$ cat src/rtl/serial_duty_receiver_if.sv
// Serial duty frame bus: serial input side plus the parallel duty/status side.
// The master drives the serial gate and data, the slave is the receiver.
interface serial_duty_receiver_if #(
    parameter int CHANNELS = 3,
    parameter int DUTY_W   = 10,
    parameter int ADDR_W   = 4
);
    localparam int FRAME_LEN = ADDR_W + 2 + CHANNELS * DUTY_W + 1;
    localparam int CNT_W     = $clog2(FRAME_LEN + 1);

    logic                       data_en;
    logic                       data;
    logic [CHANNELS*DUTY_W-1:0] duty;
    logic                       out_en;
    logic                       frame_ok;
    logic                       err_parity;
    logic                       err_abort;
    logic [CNT_W-1:0]           bit_cnt;

    modport master (
        output data_en,
        output data,
        input  duty,
        input  out_en,
        input  frame_ok,
        input  err_parity,
        input  err_abort,
        input  bit_cnt
    );

    modport slave (
        input  data_en,
        input  data,
        output duty,
        output out_en,
        output frame_ok,
        output err_parity,
        output err_abort,
        output bit_cnt
    );
endinterface

$ cat src/rtl/serial_duty_receiver.sv
// Addressed, parity-protected serial receiver for multi-channel PWM duty words.
// A full valid frame commits the duty bus and enable atomically on its final bit.
module serial_duty_receiver #(
    parameter int                CHANNELS = 3,
    parameter int                DUTY_W   = 10,
    parameter int                ADDR_W   = 4,
    parameter logic [ADDR_W-1:0] DEV_ADDR = 4'h1
) (
    input  logic                  clock_data,
    input  logic                  reset,
    serial_duty_receiver_if.slave bus
);
    localparam int FRAME_LEN = ADDR_W + 2 + CHANNELS * DUTY_W + 1;
    localparam int PAY_W     = FRAME_LEN - 1;
    localparam int DW        = CHANNELS * DUTY_W;
    localparam int CNT_W     = $clog2(FRAME_LEN + 1);

    typedef enum logic {
        IDLE = 1'b0,
        RECV = 1'b1
    } state_t;

    state_t            state_q, state_d;
    logic [CNT_W-1:0]  cnt_q, cnt_d;
    logic              par_q, par_d;
    logic [PAY_W-1:0]  sreg_q, sreg_d;
    logic [DW-1:0]     duty_q, duty_d;
    logic              en_q, en_d;
    logic              ok_q, ok_d;
    logic              perr_q, perr_d;
    logic              abrt_q, abrt_d;

    logic [ADDR_W-1:0] addr;
    logic [1:0]        cmd;
    logic [DW-1:0]     payload;
    logic              last;
    logic              addr_hit;

    // Shifting right leaves frame bit 0 at sreg_q[0] once all non-parity bits are in.
    assign addr     = sreg_q[ADDR_W-1:0];
    assign cmd      = sreg_q[ADDR_W+1:ADDR_W];
    assign payload  = sreg_q[ADDR_W+2 +: DW];
    assign last     = (state_q == RECV) && (cnt_q == CNT_W'(FRAME_LEN - 1));
    assign addr_hit = (addr == DEV_ADDR) || (addr == {ADDR_W{1'b1}});

    always_comb begin
        state_d = state_q;
        cnt_d   = cnt_q;
        par_d   = par_q;
        sreg_d  = sreg_q;
        duty_d  = duty_q;
        en_d    = en_q;
        ok_d    = 1'b0;
        perr_d  = 1'b0;
        abrt_d  = 1'b0;

        unique case (1'b1)
            (bus.data_en && last): begin
                state_d = IDLE;
                cnt_d   = '0;
                par_d   = 1'b0;
                if (par_q ^ bus.data) begin
                    perr_d = 1'b1;
                end else if (addr_hit) begin
                    case (cmd)
                        2'b00: begin
                            duty_d = payload;
                            ok_d   = 1'b1;
                        end
                        2'b01: begin
                            duty_d = payload;
                            en_d   = 1'b1;
                            ok_d   = 1'b1;
                        end
                        2'b10: begin
                            duty_d = '0;
                            en_d   = 1'b0;
                            ok_d   = 1'b1;
                        end
                        default: ;
                    endcase
                end
            end
            (bus.data_en && !last): begin
                state_d = RECV;
                sreg_d  = {bus.data, sreg_q[PAY_W-1:1]};
                cnt_d   = cnt_q + 1'b1;
                par_d   = par_q ^ bus.data;
            end
            (!bus.data_en && state_q == RECV): begin
                state_d = IDLE;
                cnt_d   = '0;
                par_d   = 1'b0;
                abrt_d  = 1'b1;
            end
            default: ;
        endcase
    end

    always_ff @(posedge clock_data or posedge reset) begin
        if (reset) begin
            state_q <= IDLE;
            cnt_q   <= '0;
            par_q   <= 1'b0;
            sreg_q  <= '0;
            duty_q  <= '0;
            en_q    <= 1'b0;
            ok_q    <= 1'b0;
            perr_q  <= 1'b0;
            abrt_q  <= 1'b0;
        end else begin
            state_q <= state_d;
            cnt_q   <= cnt_d;
            par_q   <= par_d;
            sreg_q  <= sreg_d;
            duty_q  <= duty_d;
            en_q    <= en_d;
            ok_q    <= ok_d;
            perr_q  <= perr_d;
            abrt_q  <= abrt_d;
        end
    end

    assign bus.duty       = duty_q;
    assign bus.out_en     = en_q;
    assign bus.frame_ok   = ok_q;
    assign bus.err_parity = perr_q;
    assign bus.err_abort  = abrt_q;
    assign bus.bit_cnt    = cnt_q;
endmodule
$ cat src/flat_wrapper.sv
// flat-port wrapper written by rule: the top's interface ports become plain ports
module serial_duty_receiver_flat 
#(
    parameter int                CHANNELS = 3,
    parameter int                DUTY_W   = 10,
    parameter int                ADDR_W   = 4,
    parameter logic [ADDR_W-1:0] DEV_ADDR = 4'h1
)
  (clock_data, reset, bus_data_en, bus_data, bus_duty, bus_out_en, bus_frame_ok, bus_err_parity, bus_err_abort, bus_bit_cnt);
  serial_duty_receiver_if #(.CHANNELS(CHANNELS), .DUTY_W(DUTY_W), .ADDR_W(ADDR_W)) bus_i ();
  input  logic clock_data;
  input  logic reset;
  input wire logic [$bits(bus_i.data_en)-1:0] bus_data_en;
  input wire logic [$bits(bus_i.data)-1:0] bus_data;
  output wire logic [$bits(bus_i.duty)-1:0] bus_duty;
  output wire logic [$bits(bus_i.out_en)-1:0] bus_out_en;
  output wire logic [$bits(bus_i.frame_ok)-1:0] bus_frame_ok;
  output wire logic [$bits(bus_i.err_parity)-1:0] bus_err_parity;
  output wire logic [$bits(bus_i.err_abort)-1:0] bus_err_abort;
  output wire logic [$bits(bus_i.bit_cnt)-1:0] bus_bit_cnt;
  assign bus_i.data_en = bus_data_en;
  assign bus_i.data = bus_data;
  assign bus_duty = bus_i.duty;
  assign bus_out_en = bus_i.out_en;
  assign bus_frame_ok = bus_i.frame_ok;
  assign bus_err_parity = bus_i.err_parity;
  assign bus_err_abort = bus_i.err_abort;
  assign bus_bit_cnt = bus_i.bit_cnt;
  serial_duty_receiver #(.CHANNELS(CHANNELS), .DUTY_W(DUTY_W), .ADDR_W(ADDR_W), .DEV_ADDR(DEV_ADDR)) u_core (.clock_data(clock_data), .reset(reset), .bus(bus_i));
endmodule
$ cat config.mk
export PLATFORM = sky130hd
export DESIGN_NAME = serial_duty_receiver_flat
export DESIGN_NICKNAME = d
export VERILOG_FILES = /design/src/rtl/serial_duty_receiver_if.sv /design/src/rtl/serial_duty_receiver.sv /design/src/flat_wrapper.sv
export SDC_FILE = /design/constraint.sdc
export NUM_CORES = 1
export LEC_CHECK = 0
export CORE_ASPECT_RATIO = 2
export CORE_UTILIZATION = 40
export CTS_BUF_LIST = sky130_fd_sc_hd__clkbuf_2 sky130_fd_sc_hd__clkbuf_4 sky130_fd_sc_hd__clkbuf_8
export CTS_CLUSTER_DIAMETER = 50
export CTS_CLUSTER_SIZE = 12
export DETAILED_ROUTE_END_ITERATION = 7
export PLACE_DENSITY_LB_ADDON = 0.25
export SLEW_MARGIN = 10
export SYNTH_ARGS = -nofsm -noshare
export SYNTH_HDL_FRONTEND = slang
export SYNTH_SLANG_ARGS = --single-unit
$ cat constraint.sdc
create_clock -name clock_data -period 3.5 [get_ports clock_data]
set_input_delay 1.05 -clock clock_data [delete_from_list [all_inputs] [get_ports clock_data]]
set_output_delay 1.05 -clock clock_data [all_outputs]
set_load 0.005 [all_outputs]
# ---- Word level (Yosys, flattened, before mapping)
# Cells that the tools add are included.
dict set report totals {
  rom_bits 0
  mem_count 0
  register_bits 78
  output_inout_bits 40
  latchBits 0
  mem_bits_rw 0
  elab_cells 45
}
dict set report classes {
  n_lt_le_gt_ge 0
  muxes 12
  n_addsub 1
  reduce_logical 16
  div 0
  n_shift 0
  n_bitwise 2
  mul 0
  n_eq_ne 5
}
# op count
set op_table {}
lappend op_table {{one-hot mux 30 bit (2 select lines)} 1}
lappend op_table {{one-hot mux 6 bit (2 select lines)} 1}
lappend op_table {{AND reduction 4 bit} 2}
lappend op_table {{two-way mux 1 bit} 7}
lappend op_table {{adder 6 x 1 -> 6 bit, second input constant} 1}
lappend op_table {{== test 6 bit, second input constant} 1}
lappend op_table {{one-hot mux 1 bit (2 select lines)} 3}
lappend op_table {{nonzero test 2 bit} 3}
lappend op_table {{== test 4 x 1 -> 1 bit, second input constant} 1}
lappend op_table {{== test 4 bit, second input constant} 1}
lappend op_table {{logical AND 1 bit} 4}
lappend op_table {{OR reduction 2 bit} 2}
lappend op_table {{OR reduction 3 bit} 1}
lappend op_table {{== test 2 x 1 -> 1 bit, second input constant} 1}
lappend op_table {{== test 2 bit, second input constant} 1}
lappend op_table {{zero test 1 bit} 2}
lappend op_table {{zero test 2 bit} 1}
lappend op_table {{logical OR 1 bit} 1}
lappend op_table {{inverter 1 bit} 1}
lappend op_table {{bitwise XOR 1 bit} 1}

# ---- Depth between registers and ports, before layout
# Gate-level depths: netlist of run 1.
dict set report logic_depth {
  depth_word 6
  ltp_mapped 7
  mapped_depth_nobuf 5
}

# ---- Worst setup path after synthesis of run 1
# No wires, ideal clock.
dict set report synth_timing {
  kind {input -> register}
  from {in bus_data}
  to {reg u_core.duty_q[11] (netlist: u_core.bus.duty[11])}
  arrival_ns 2.147
  required_time_ns 3.375
  setup_slack_ns 1.229
  setup_ns 0.125
  path_stages 5
  cell_sequence {xnor2_1 -> o211ai_1 -> nor4_4 -> buf_6 -> mux2_2}
}
dict set report synth_between {
  elab_chain_len 3
}
# item line
set synth_rtl {}
lappend synth_rtl {{start: declaration} flat_wrapper.sv:14} ;# input wire logic [$bits(bus_i.data)-1:0] bus_data;
lappend synth_rtl {{bitwise XOR 1 bit} serial_duty_receiver.sv:62} ;# if (par_q ^ bus.data) begin
lappend synth_rtl {{inverter 1 bit (no source line)} n/a}
lappend synth_rtl {{AND reduction 4 bit (no source line)} n/a}
lappend synth_rtl {{end signal: assignment} serial_duty_receiver.sv:116} ;# duty_q <= duty_d;
lappend synth_rtl {{end: declaration} serial_duty_receiver.sv:27} ;# logic [DW-1:0] duty_q, duty_d;
# No other way between the ends.
# A chain may end at the register's enable or synchronous reset.

# ---- Final worst setup path of run 1
dict set report layout_timing {
  from {in bus_data}
  to {reg u_core.duty_q[4] (netlist: u_core.bus.duty[4])}
}
# The elaborated chain is that of the path after synthesis.

==> qor.txt, run 1 <==
Hold Path Sink -> u_core.bus.duty[15]
data arrival time of the worst path -> 2800 ps
# H-tree levels -> 3
CTS Buf Count -> 9
commonest non-fill, non-tap cell in the layout -> dfrtp_1
Core ar. -> 7940 um2
ys flop type -> dfrtp_1
RR Startpoint -> u_core.bus.bit_cnt[4]
Setup TNS -> 0 ps
most frequent cells in the layout -> dfrtp_1, mux2_2, clkdlybuf4s50_1
Remaining Overflow, GRT -> 0
Die Ht -> 131 um
post-route insts no fill -> 386
Clock transition at path regs -> 80 ps
startpoint types -> input port
final worst path period share -> 73.7%
CTS sink count -> 78
Mean Syn Cell Area -> 14.0 um2
post-route ant nets -> 0
Slowest cell on crit path -> clkdlybuf4s50_1
final worst path period need -> 2580 ps
synthesis-to-finish area growth -> 23.5%
Fillers -> 710
WS Path Type -> input port to flop
clk root buf -> clkbuf_8
slew margin rel. -> 57.2%
Final nets -> 293
setup bufs post-CTS -> 0
hold wc startpoint -> u_core.bus.duty[15]
synthesized instance count -> 236
RSZ-0062 raised after global routing -> false
first-pass GRT wire length -> 9690 um
syn nets -> 244
# port buffers -> 43
RR Endpoint -> u_core.bus.duty[4]
antenna cell count -> 0
Syn. warnings -> 0
Worst R2R Path Depth -> 5
leakage -> 1.88 nW
RD Place Congestion -> 0.731
DR pass1 iterations -> 4
Cells after DPL -> 370
run status -> finished clean
Worst R2R Setup Slack -> 1560 ps
Async SR Flop Fraction -> 100%
average vias per placed instance -> 4.89
clock latency on the worst-skew pair -> 340 ps
Starting Density -> 41.7%
dpl hpwl -> 3770 um
Hold Vio Cnt, Final -> 0
pwr/cell area -> 578 nW/um2
Final Max Tran Viols -> 0
DR vias -> 1887
Synth Register Bits -> 78
vias in the first global route -> 2038
Netlist cell types -> 31
WL/cell -> 14.3 um
crit path buf inv count -> 2
hold_buf cts -> 0
final setup fails -> 0
initial antenna violation count -> 0
Die ar. -> 8660 um2
Worst Hold Depth -> 1
CP peak stage delay -> 460 ps
WP data required -> 3720 ps
Tightest Hold Check Type -> flop to flop
Final Skew -> 10.1 ps
GR Util All Layers -> 15.0%
maximum clock path buffer count -> 2
DRC -> 0
Peak Freq -> 388 MHz
Worst Setup End Kind -> flop
Die Span X -> 66.3 um
# rows -> 46
Cell Chain, Critical Path -> clkdlybuf4s50_1, xnor2_1, o211ai_1, nor4_4, buf_12, mux2_2
Power, Total -> 0.00236 W
1st-iter DRT viols -> 64
Peak VDD IR -> 0.000359 V
Seq/Total Area, Yosys -> 59.0%
EDFF count, synth -> 0
Post-Syn Area -> 3310 um2
CP Max Fanout -> 30
CTS resizes -> 0
Top Ports -> 44
CP top delay family -> buffers and inverters
layout cell share with drive strength beyond 1 -> 31.0%
final wirelength -> 5510 um
Max-Cap Viols -> 0
Tightest Pin Transition -> 641 ps
largest net degree at the start of global routing -> 33
CTS tree -> yes
synthesized netlist by cell type, drive strengths merged, types with 2 or more instances:
cell type | count | area share, %
dfrtp | 78 | 59
nor3 | 3 | 0.45
o21ai | 7 | 1.1
nand2 | 5 | 0.57
xor2 | 2 | 0.53
mux2 | 64 | 22
nor2 | 2 | 0.23
nand3 | 5 | 1.1
ha | 4 | 1.5
inv | 8 | 0.91
buf | 8 | 2.5
nor4 | 3 | 1.0
nor2b | 31 | 5.9
clkbuf | 3 | 0.34
stage by stage:
step / worst slack [ps] / utilization, % / area [um2] / hold WS (ps)
final: 920 / 51.4 / 4090 / 495
after global routing: 818 / 51.4 / 4090 / 526
after CTS: 934 / 51.4 / 4090 / 502
after detailed placement: 562 / 48.3 / 3830 / 482
after global placement: 617 / 48.3 / 3830 / 478
after floorplan: 455 / - / 3310 / 479
power by group:
part / internal [W] / switching, W / leakage [nW] / total (W)
clock: 0.000503 / 0.000317 / 0.123 / 0.000819
combinational: 0.000231 / 0.000136 / 0.732 / 0.000368
sequential: 0.00106 / 0.000114 / 1.03 / 0.00117
total: 0.00179 / 0.000568 / 1.88 / 0.00236
logic make-up (layout without fill, tap and decap cells):
kind of cell,count (synthesis),in the layout,share of synthesized area (%)
fa+ha+maj,4,4,1.51
flops,78,78,59.0
mux,65,65,22.1
xor+xnor,3,3,0.794
simple gates,53,53,10.2
compound gates,14,14,2.61
buf+inv,19,73,3.78
cell type report:
class | count | area, um2 | area share (%)
flip-flops and latches | 78 | 1950 | 47.8
multi-input cells | 139 | 1230 | 30.2
repair buffers | 49 | 500 | 12.2
clock buffers | 11 | 145 | 3.55
well taps | 96 | 120 | 2.94
clock inverters | 5 | 106 | 2.60
inverters | 8 | 30.0 | 0.735
how the worst max path moves through the flow:
stage                     depth (start not counted)        start                    end
after floorplan                                   1        reset  u_core.bus.bit_cnt[0]
after global placement                            5  bus_data_en     u_core.bus.duty[2]
after detailed placement                          6     bus_data     u_core.bus.duty[4]
after CTS                                         5  bus_data_en     u_core.bus.duty[4]
after global routing                              6     bus_data     u_core.bus.duty[4]
final                                             6     bus_data     u_core.bus.duty[4]
flip-flops by register name, indices dropped and copies added (netlist names):
signal / count
u_core.bus.duty: 30
u_core.sreg_q: 36
u_core.bus.frame_ok: 1
u_core.par_q: 1
u_core.bus.bit_cnt: 6
u_core.bus.out_en: 1
u_core.bus.err_abort: 1
u_core.bus.err_parity: 1
u_core.state_q: 1
per-layer routing:
layer	global-route usage, %	vias up	wire (um)
met2	25.8	35	2960
met5	0	-	0
li1	-	903	-
met4	7.63	0	85
met3	3.91	5	203
met1	16.9	944	2260
(Power assumes the default switching activity.)
==> run 2: changes to the inputs <==
==> constraint.sdc (replaced) <==
create_clock -name clock_data -period 2.65 [get_ports clock_data]
set_input_delay 0.795 -clock clock_data [delete_from_list [all_inputs] [get_ports clock_data]]
set_output_delay 0.795 -clock clock_data [all_outputs]
set_load 0.005 [all_outputs]
==> qor.txt, run 2 (synthesis results as in run 1) <==
Remaining Overflow, GRT -> 0 (unchanged)
# port buffers -> 43 (unchanged)
CTS tree -> yes
Reg power frac -> 52.3% (+2.6 points)
1st-iter DRT viols -> 38 (-41%)
clock latency on the worst-skew pair -> 350 ps (about the same)
Hold Vio Cnt, Final -> 0 (unchanged)
internal power -> 0.00222 W (+24%)
first-pass GRT wire length -> 9730 um (+0.43%)
WHS -> 500 ps (+4.80 ps)
# rows -> 46 (unchanged)
average vias per placed instance -> 4.90 (+0.29%)
CP Max Fanout -> 18 (-40%)
Tightest Hold Check Type -> flop to flop
commonest non-fill, non-tap cell in the layout -> dfrtp_1
Core ar. -> 7940 um2 (unchanged)
final worst path period need -> 2230 ps
maximum clock path buffer count -> 2 (unchanged)
Max-Cap Viols -> 0 (unchanged)
max FFs per register -> 36 (unchanged)
Starting Density -> 41.7% (unchanged)
pwr/cell area -> 725 nW/um2 (+26%)
synthesis-to-finish area growth -> 23.4% (about the same)
Setup TNS -> 0 ps (unchanged)
leakage -> 1.88 nW (+0.17%)
Die Ht -> 131 um (unchanged)
Power, Total -> 0.00296 W (+25%)
hold_buf cts -> 0 (unchanged)
Top Ports -> 44 (unchanged)
DRC -> 0 (unchanged)
Slowest cell on crit path -> clkdlybuf4s50_1
Fillers -> 726 (+2.3%)
WL/cell -> 14.1 um (-1.2%)
Sw Share -> 25.1% (+1.1 points)
final setup fails -> 0 (unchanged)
data arrival time of the worst path -> 2460 ps (-340 ps)
WS Path Type -> input port to flop
most frequent cells in the layout -> dfrtp_1, mux2_2, clkdlybuf4s50_1
layout cell share with drive strength beyond 1 -> 32.0% (+0.94 points)
CTS sink count -> 78 (unchanged)
largest net degree at the start of global routing -> 43 (+30%)
CP peak stage delay -> 490 ps (+30 ps)
vias in the first global route -> 2036 (-0.098%)
Final Skew -> 7.63 ps (-2.43 ps)
run status -> finished clean
post-route ant nets -> 0 (unchanged)
Die Span X -> 66.3 um (unchanged)
Worst Setup End Kind -> flop
Setup WS pre-CTS -> 31.5 ps (-530 ps)
final worst path period share -> 84.0%
final wirelength -> 5510 um (-0.15%)
Sw Pwr -> 0.000745 W (+31%)
Comb power frac -> 16.8% (+1.2 points)
Layout Utilization -> 51.4% (about the same)
RSZ-0062 raised after global routing -> false
CTS Buf Count -> 9 (unchanged)
DR vias -> 1912 (+1.3%)
slew margin rel. -> 63.2% (+6.0 points)
initial antenna violation count -> 0 (unchanged)
Tightest Pin Transition -> 552 ps (-88.4 ps)
Largest Register -> u_core.sreg_q
clock share of power -> 30.9% (-3.8 points)
# H-tree levels -> 3 (unchanged)
antenna cell count -> 0 (unchanged)
Peak VDD IR -> 0.000345 V (-3.8%)
startpoint types -> input port
dpl hpwl -> 3850 um (+2.4%)
Final nets -> 298 (+1.7%)
CTS resizes -> 0 (unchanged)
Die ar. -> 8660 um2 (unchanged)
GR Util All Layers -> 15.4% (+0.33 points)
Peak Freq -> 449 MHz
Final Max Tran Viols -> 0 (unchanged)
setup bufs post-CTS -> 0 (unchanged)
clk root buf -> clkbuf_8
Worst R2R Setup Slack -> 700 ps (-860 ps)
Cell Chain, Critical Path -> clkdlybuf4s50_1, xnor2_1, o211ai_1, nor4_4, buf_4, mux2_2
DR pass1 iterations -> 4 (unchanged)
WP data required -> 2890 ps (-830 ps)
Clock transition at path regs -> 70 ps (about the same)
RD Place Congestion -> 0.727 (-0.55%)
final worst setup slack -> 423 ps (-497 ps)
-- run 2: cell count changes in the layout (fill, tap and decap cells not counted) --
| cell | change |
|---|---|
| inv_2 | -1 |
| bufinv_16 | -2 |
| clkbuf_8 | +2 |
| clkinv_4 | -1 |
| clkinv_2 | +1 |
| buf_4 | +5 |
| clkbuf_4 | -1 |
| clkinvlp_4 | +1 |
-- run 2: path summary, 6_finish.rpt --
check                           depth (start not counted)                   from                  end
worst max-delay path                                    6               bus_data  u_core.bus.duty[13]
worst min-delay path                                    1    u_core.bus.duty[15]  u_core.bus.duty[15]
worst max register to register                          5  u_core.bus.bit_cnt[4]  u_core.bus.duty[13]
worst min register to register                          1    u_core.bus.duty[15]  u_core.bus.duty[15]
max in group asynchronous                               3                  reset  u_core.bus.duty[24]
min in group asynchronous                               2                  reset    u_core.sreg_q[11]
-- run 2: power groups by stage --
stage                     Combinational, W  Sequential (W)  Clock, W
after floorplan                   0.000392         0.00153         0
after global placement            0.000492         0.00157         0
after detailed placement          0.000508         0.00158         0
after CTS                         0.000509         0.00155  0.000943
after global routing              0.000562         0.00160  0.000987
final                             0.000497         0.00155  0.000915
-- run 2: routing by layer --
metal  routed length [um]  track usage, %  vias to the layer above
met5                    0               0                        -
met2                 2910            26.5                       33
met3                  190            3.65                       12
met4                  150            8.64                        0
met1                 2250            16.9                      954
li1                     -               -                      913
-- run 2: cell type report --
| class | count | area [um2] | share of cell area (%) |
|---|---|---|---|
| timing repair buffer | 54 | 538 | 13.2 |
| inverter | 8 | 33.8 | 0.827 |
| tap | 96 | 120 | 2.94 |
| multi-input combinational | 139 | 1230 | 30.2 |
| clock buffer | 12 | 165 | 4.04 |
| sequential | 78 | 1950 | 47.8 |
| clock inverter | 3 | 42.5 | 1.04 |
-- run 2: worst max-delay path: cells and delay by family --
kind / cells / cell delay [ps]
buf+inv: 2 / 790
mux: 1 / 360
compound gates: 1 / 180
simple gates: 1 / 180
xor+xnor: 1 / 150
-- run 2: stage by stage --
step	instances	area, um2
after floorplan	236	3310
after global routing	390	4080
after detailed placement	375	3880
after CTS	390	4080
after global placement	375	3880
final	390	4080
